`config.mk`:
```
export PLATFORM = sky130hd
export DESIGN_NAME = mdu_iter
export DESIGN_NICKNAME = d
export VERILOG_FILES = /design/src/rtl/mdu_iter.sv
export SDC_FILE = /design/constraint.sdc
export NUM_CORES = 1
export LEC_CHECK = 0
export ABC_AREA = 1
export BUFFER_PORTS_ARGS = -buffer_cell sky130_fd_sc_hd__buf_4
export CORE_MARGIN = 2
export CORE_UTILIZATION = 30
export DETAILED_ROUTE_END_ITERATION = 8
export GPL_TIMING_DRIVEN = 0
export PLACE_DENSITY = 0.49
export SYNTH_ARGS = -nofsm -noshare
export SYNTH_HDL_FRONTEND = slang
export SYNTH_SLANG_ARGS = --single-unit
```
`constraint.sdc`:
```
create_clock -name i_clk -period 3.7 [get_ports i_clk]
set_clock_uncertainty 0.1 [all_clocks]
set_input_delay 0.74 -clock i_clk [delete_from_list [all_inputs] [get_ports i_clk]]
set_output_delay 0.74 -clock i_clk [all_outputs]
set_load 0.05 [all_outputs]
```
`src/rtl/mdu_iter.sv`:
```
// Iterative RV32M multiply/divide unit: one shift-add or restoring shift-subtract
// step per cycle, fixed 33-cycle latency from the accept edge to the o_valid pulse.
module mdu_iter #(
   parameter int XLEN = 32
) (
   input  logic            i_clk,
   input  logic            i_rst_n,
   input  logic            i_valid,
   output logic            o_ready,
   input  logic [2:0]      i_funct3,
   input  logic [XLEN-1:0] i_dataa,
   input  logic [XLEN-1:0] i_datab,
   input  logic            i_flush,
   output logic            o_valid,
   output logic [XLEN-1:0] o_datac,
   output logic [1:0]      fsm_state
);

   localparam int CW = $clog2(XLEN) + 1;

   localparam logic [1:0] IDLE = 2'd0;
   localparam logic [1:0] BUSY = 2'd1;
   localparam logic [1:0] DONE = 2'd2;

   localparam logic [2:0] F_MUL    = 3'd0;
   localparam logic [2:0] F_MULH   = 3'd1;
   localparam logic [2:0] F_MULHSU = 3'd2;
   localparam logic [2:0] F_MULHU  = 3'd3;
   localparam logic [2:0] F_DIV    = 3'd4;
   localparam logic [2:0] F_REM    = 3'd6;

   // Handshake: a request is taken on a rising edge where i_valid=1, o_ready=1
   // and i_flush=0; o_valid is a one-cycle pulse that needs no acknowledgement.

   logic [1:0]        state;
   logic [2:0]        fn;
   logic [XLEN-1:0]   op;
   logic [2*XLEN-1:0] work;
   logic [CW-1:0]     cnt;
   logic              neg;
   logic [XLEN-1:0]   datac;

   logic              signed_a;
   logic              signed_b;
   logic              a_neg;
   logic              b_neg;
   logic              b_zero;
   logic              neg_in;
   logic [XLEN-1:0]   mag_a;
   logic [XLEN-1:0]   mag_b;

   always_comb begin
      signed_a = (i_funct3 == F_MULH) || (i_funct3 == F_MULHSU) ||
                 (i_funct3 == F_DIV)  || (i_funct3 == F_REM);
      signed_b = (i_funct3 == F_MULH) || (i_funct3 == F_DIV) || (i_funct3 == F_REM);
      a_neg    = signed_a & i_dataa[XLEN-1];
      b_neg    = signed_b & i_datab[XLEN-1];
      mag_a    = a_neg ? -i_dataa : i_dataa;
      mag_b    = b_neg ? -i_datab : i_datab;
      b_zero   = (i_datab == '0);
      // Divide by zero keeps an all-ones quotient, so its sign is never flipped.
      case (i_funct3)
         F_DIV:   neg_in = (a_neg ^ b_neg) & ~b_zero;
         F_REM:   neg_in = a_neg;
         default: neg_in = a_neg ^ b_neg;
      endcase
   end

   // Multiply keeps {partial_hi, multiplier} in work; divide keeps {remainder, dividend/quotient}.
   logic [XLEN:0]     mul_sum;
   logic [XLEN:0]     rem_sh;
   logic [XLEN:0]     rem_diff;
   logic [2*XLEN-1:0] mul_next;
   logic [2*XLEN-1:0] div_next;
   logic [2*XLEN-1:0] step;

   always_comb begin
      mul_sum  = {1'b0, work[2*XLEN-1:XLEN]} + (work[0] ? {1'b0, op} : '0);
      mul_next = {mul_sum, work[XLEN-1:1]};
      rem_sh   = work[2*XLEN-1:XLEN-1];
      rem_diff = rem_sh - {1'b0, op};
      div_next = rem_diff[XLEN] ? {rem_sh[XLEN-1:0], work[XLEN-2:0], 1'b0}
                                : {rem_diff[XLEN-1:0], work[XLEN-2:0], 1'b1};
      step     = fn[2] ? div_next : mul_next;
   end

   logic [2*XLEN-1:0] prod_fix;
   logic [XLEN-1:0]   div_raw;
   logic [XLEN-1:0]   result;

   always_comb begin
      prod_fix = neg ? -step : step;
      div_raw  = fn[1] ? step[2*XLEN-1:XLEN] : step[XLEN-1:0];
      case (fn)
         F_MUL:                     result = prod_fix[XLEN-1:0];
         F_MULH, F_MULHSU, F_MULHU: result = prod_fix[2*XLEN-1:XLEN];
         default:                   result = neg ? -div_raw : div_raw;
      endcase
   end

   always_ff @(posedge i_clk) begin
      if (!i_rst_n) begin
         state <= IDLE;
         fn    <= '0;
         op    <= '0;
         work  <= '0;
         cnt   <= '0;
         neg   <= 1'b0;
         datac <= '0;
      end else if (i_flush) begin
         state <= IDLE;
      end else begin
         case (state)
            IDLE: begin
               if (i_valid) begin
                  fn    <= i_funct3;
                  op    <= i_funct3[2] ? mag_b : mag_a;
                  work  <= {{XLEN{1'b0}}, (i_funct3[2] ? mag_a : mag_b)};
                  cnt   <= '0;
                  neg   <= neg_in;
                  state <= BUSY;
               end
            end
            BUSY: begin
               work <= step;
               cnt  <= cnt + CW'(1);
               if (cnt == CW'(XLEN - 1)) begin
                  datac <= result;
                  state <= DONE;
               end
            end
            DONE:    state <= IDLE;
            default: state <= IDLE;
         endcase
      end
   end

   assign o_ready   = (state == IDLE);
   assign o_valid   = (state == DONE) & ~i_flush;
   assign o_datac   = datac;
   assign fsm_state = state;

endmodule

```
==> impl_metrics.json <==
{
  "outcome": "finished, violations left",
  "violations": "setup timing",
  "cts-htree-levels": 4,
  "hold_buffers": 0,
  "rr_worst_depth": 36,
  "power_density_mw_per_mm2": 296.2,
  "vdd_drop_max_mv": 0.3402,
  "worst_pin_slew_ns": 1.378,
  "track_usage_pct": 28.77,
  "fin_area_mm2": 0.02196,
  "period_share_pct": 117.9,
  "wl_met3_mm": 6.655,
  "netlist_instances": 3192,
  "drv_cap": 0,
  "antenna_found_initial": 1,
  "cp_common_cell": "nand2_2",
  "wirelength_mm": 87.97,
  "nNetsFinal": 3533,
  "insertion_delay_ns": 0.51,
  "slowest_delay_ns": 0.35,
  "syn-cell-area_mm2": 0.01735,
  "wl_per_cell_um": 21.10,
  "place_inst": 4063,
  "path_clk_slew_ns": 0.07,
  "slew_viol_final": 0,
  "die_w_um": 244.5,
  "switching_share_pct": 45.47,
  "power.switching_w": 0.002957,
  "cts_root_buffer": "clkbuf_16",
  "rows": 88,
  "grt_setup_unrepaired": "true",
  "clkPwrFrac_pct": 27.9,
  "firstDrtPassIters": 6,
  "diodes": 0,
  "place_area_mm2": 0.01914,
  "hold_depth": 2,
  "intPower_w": 0.003547,
  "cts.sinks": 140,
  "combPwrFrac_pct": 47.2,
  "slew_headroom_pct": 7.141,
  "syn2layout_area_growth_pct": 26.58,
  "grt_pass1_wl_mm": 127.7,
  "grt-ovfl-total": 0,
  "clockBufferDepth": 2,
  "yosysUniqueCellTypes": 53,
  "post-route-worst-setup-slack_ns": -0.6619,
  "cts_tree": "built",
  "p_leak_nw": 10.64,
  "ys_seq_elements": 140,
  "gp_congestion": 1.026,
  "post-route-drc-count": 0,
  "start_util_pct": 30.18,
  "hold_path_class": "in2reg",
  "startpoint_type": "register",
  "synth_nets": 3334,
  "final-setup-viol-count": 30,
  "first_global_vias": 20400,
  "worstPathRequired_ns": 4.03,
  "fillers": 6591,
  "dr_wl_met2_mm": 38.96,
  "final_antenna_net_count": 0,
  "syn_area_per_cell_um2": 5.435,
  "design.core.area_mm2": 0.05748,
  "vias_per_cell": 5.239,
  "ys_seq_area_share_pct": 16.16,
  "drt-initial-drc-count": 2284,
  "crit_fanout": 4,
  "die_y_um": 244.5,
  "cts_buffers": 17,
  "grt_max_degree": 17,
  "final.min_clock_period_ns": 4.362,
  "ios": 107,
  "async_reset_ff_share_pct": 0,
  "finalHoldViolations": 0,
  "drt-met1-wl_mm": 38.12,
  "io_buffer_count": 106,
  "synth_edf_count": 0,
  "top_layer": "met4",
  "yosys_warnings": 0,
  "stdcell_count": 4169,
  "critPathArrivalTime_ns": 4.69,
  "pwr-share-seq_pct": 25.0,
  "critPathSlowestCell": "fa_2",
  "vias": 21840,
  "worstSetupEndpointType": "register",
  "die_area_mm2": 0.05977,
  "maxClockFrequency_mhz": 229.3,
  "drive_gt1_share_pct": 18.54,
  "hpwl_mm": 72.86,
  "synth_ff_type": "dfxtp_1",
  "crit_type": "reg2reg"
}
final cells by class:
| class | count | area, um2 | share of cell area (%) |
|---|---|---|---|
| flip-flops and latches | 140 | 2859 | 13.02 |
| multi-input cells | 2482 | 13920 | 63.37 |
| clock inverters | 13 | 155.1 | 0.7066 |
| repair buffers | 181 | 1394 | 6.348 |
| well taps | 765 | 957.2 | 4.359 |
| clock buffers | 19 | 442.9 | 2.017 |
| inverters | 454 | 1719 | 7.829 |
| plain buffers | 115 | 515.5 | 2.348 |
layout by cell type, fill, tap and decap left out, types with 25 or more instances in the layout:
cell type,n
nand2_1,884
nor2_2,39
inv_2,33
nand2_2,75
nand2_4,25
nand3_1,217
buf_4,176
nand4_1,34
dfxtp_1,109
nor2_1,314
clkbuf_1,72
nand3_2,46
o21ai_0,167
ha_1,38
ha_4,29
inv_1,413
xnor2_1,25
o211ai_1,32
nor3_1,34
xor2_1,55
a21oi_1,216
power by group through the flow:
| stage | clock, W | sequential (W) | combinational, W |
|---|---|---|---|
| 3_5_place_dp | 0 | 0.00165 | 0.00256 |
| 4_1_cts | 0.00184 | 0.00162 | 0.00286 |
| 5_1_grt | 0.00190 | 0.00163 | 0.00330 |
| 3_3_place_gp | 0 | 0.00165 | 0.00257 |
| 2_1_floorplan | 0 | 0.00163 | 0.00170 |
| 6_report | 0.00181 | 0.00163 | 0.00307 |
flip-flops by register name (all words and copies together), names as in the netlist:
signal	count
o_datac	32
cnt	6
fsm_state	2
fn	3
neg	1
work	64
op	32
Yosys cell counts (all sizes together), types with 38 or more instances:
library cell,count,area share [%]
nor2,368,8.1
xor2,59,3.0
ha,69,5.0
a21oi,237,7.0
o21ai,198,5.9
nand3,281,8.4
nor3,39,1.2
inv,452,9.8
clkbuf,78,1.7
dfxtp,140,16
buf,38,1.2
nand2,985,22
path summary, 6_finish.rpt:
check	endpoint	startpoint	slack, ns
worst max-delay path	o_datac[30]	work[31]	-0.66
worst min-delay path	fsm_state[0]	i_flush	0.32
worst max register to register	o_datac[30]	work[31]	-0.66
worst min register to register	work[13]	work[13]	0.40
cells by family (layout without fill, tap and decap cells):
family	after synthesis	after routing	share of synthesized area (%)
and+or+nand+nor	1755	1755	42.77
AOI/OAI and AO/OA	571	571	18.91
buffers and inverters	570	782	12.66
DFF	140	140	16.16
xor gates and xnor gates	85	85	4.291
adders and majority gates	71	71	5.207
through the flow:
stage | setup slack, ns | setup TNS (ns) | hold WS [ns] | utilization [%] | power (W)
2_1_floorplan | 0.001596 | 0 | 0.3442 | - | 0.003329
5_1_grt | -0.8334 | -17.49 | 0.3241 | 38.21 | 0.006833
4_1_cts | -0.5703 | -8.482 | 0.2999 | 37.20 | 0.006323
3_3_place_gp | -1.347 | -29.12 | 0.3881 | 33.30 | 0.004214
3_5_place_dp | -1.305 | -28.19 | 0.3875 | 33.30 | 0.004205
6_report | -0.6619 | -12.09 | 0.3217 | 38.21 | 0.006504
metal layers:
layer | vias up | global-route usage [%]
met5 | - | 0
met4 | 0 | 12.57
met3 | 167 | 5.674
met2 | 861 | 46.40
met1 | 10050 | 37.12
li1 | 10760 | -
critical path, delay by kind of cell, from the launching register on:
kind            cells  cell delay, ns
fa+ha+maj           3            0.64
compound gates      1            0.13
simple gates       25            2.43
flops               1            0.34
buf+inv             7            0.61
timing repair:
action,4_1_cts,5_1_grt
cloned,0,0
pin swaps,61,46
setup buffers,56,20
setup endpoints to repair,32,31
resized for setup,308,105
Note: power is estimated with default switching activity, not from simulation.
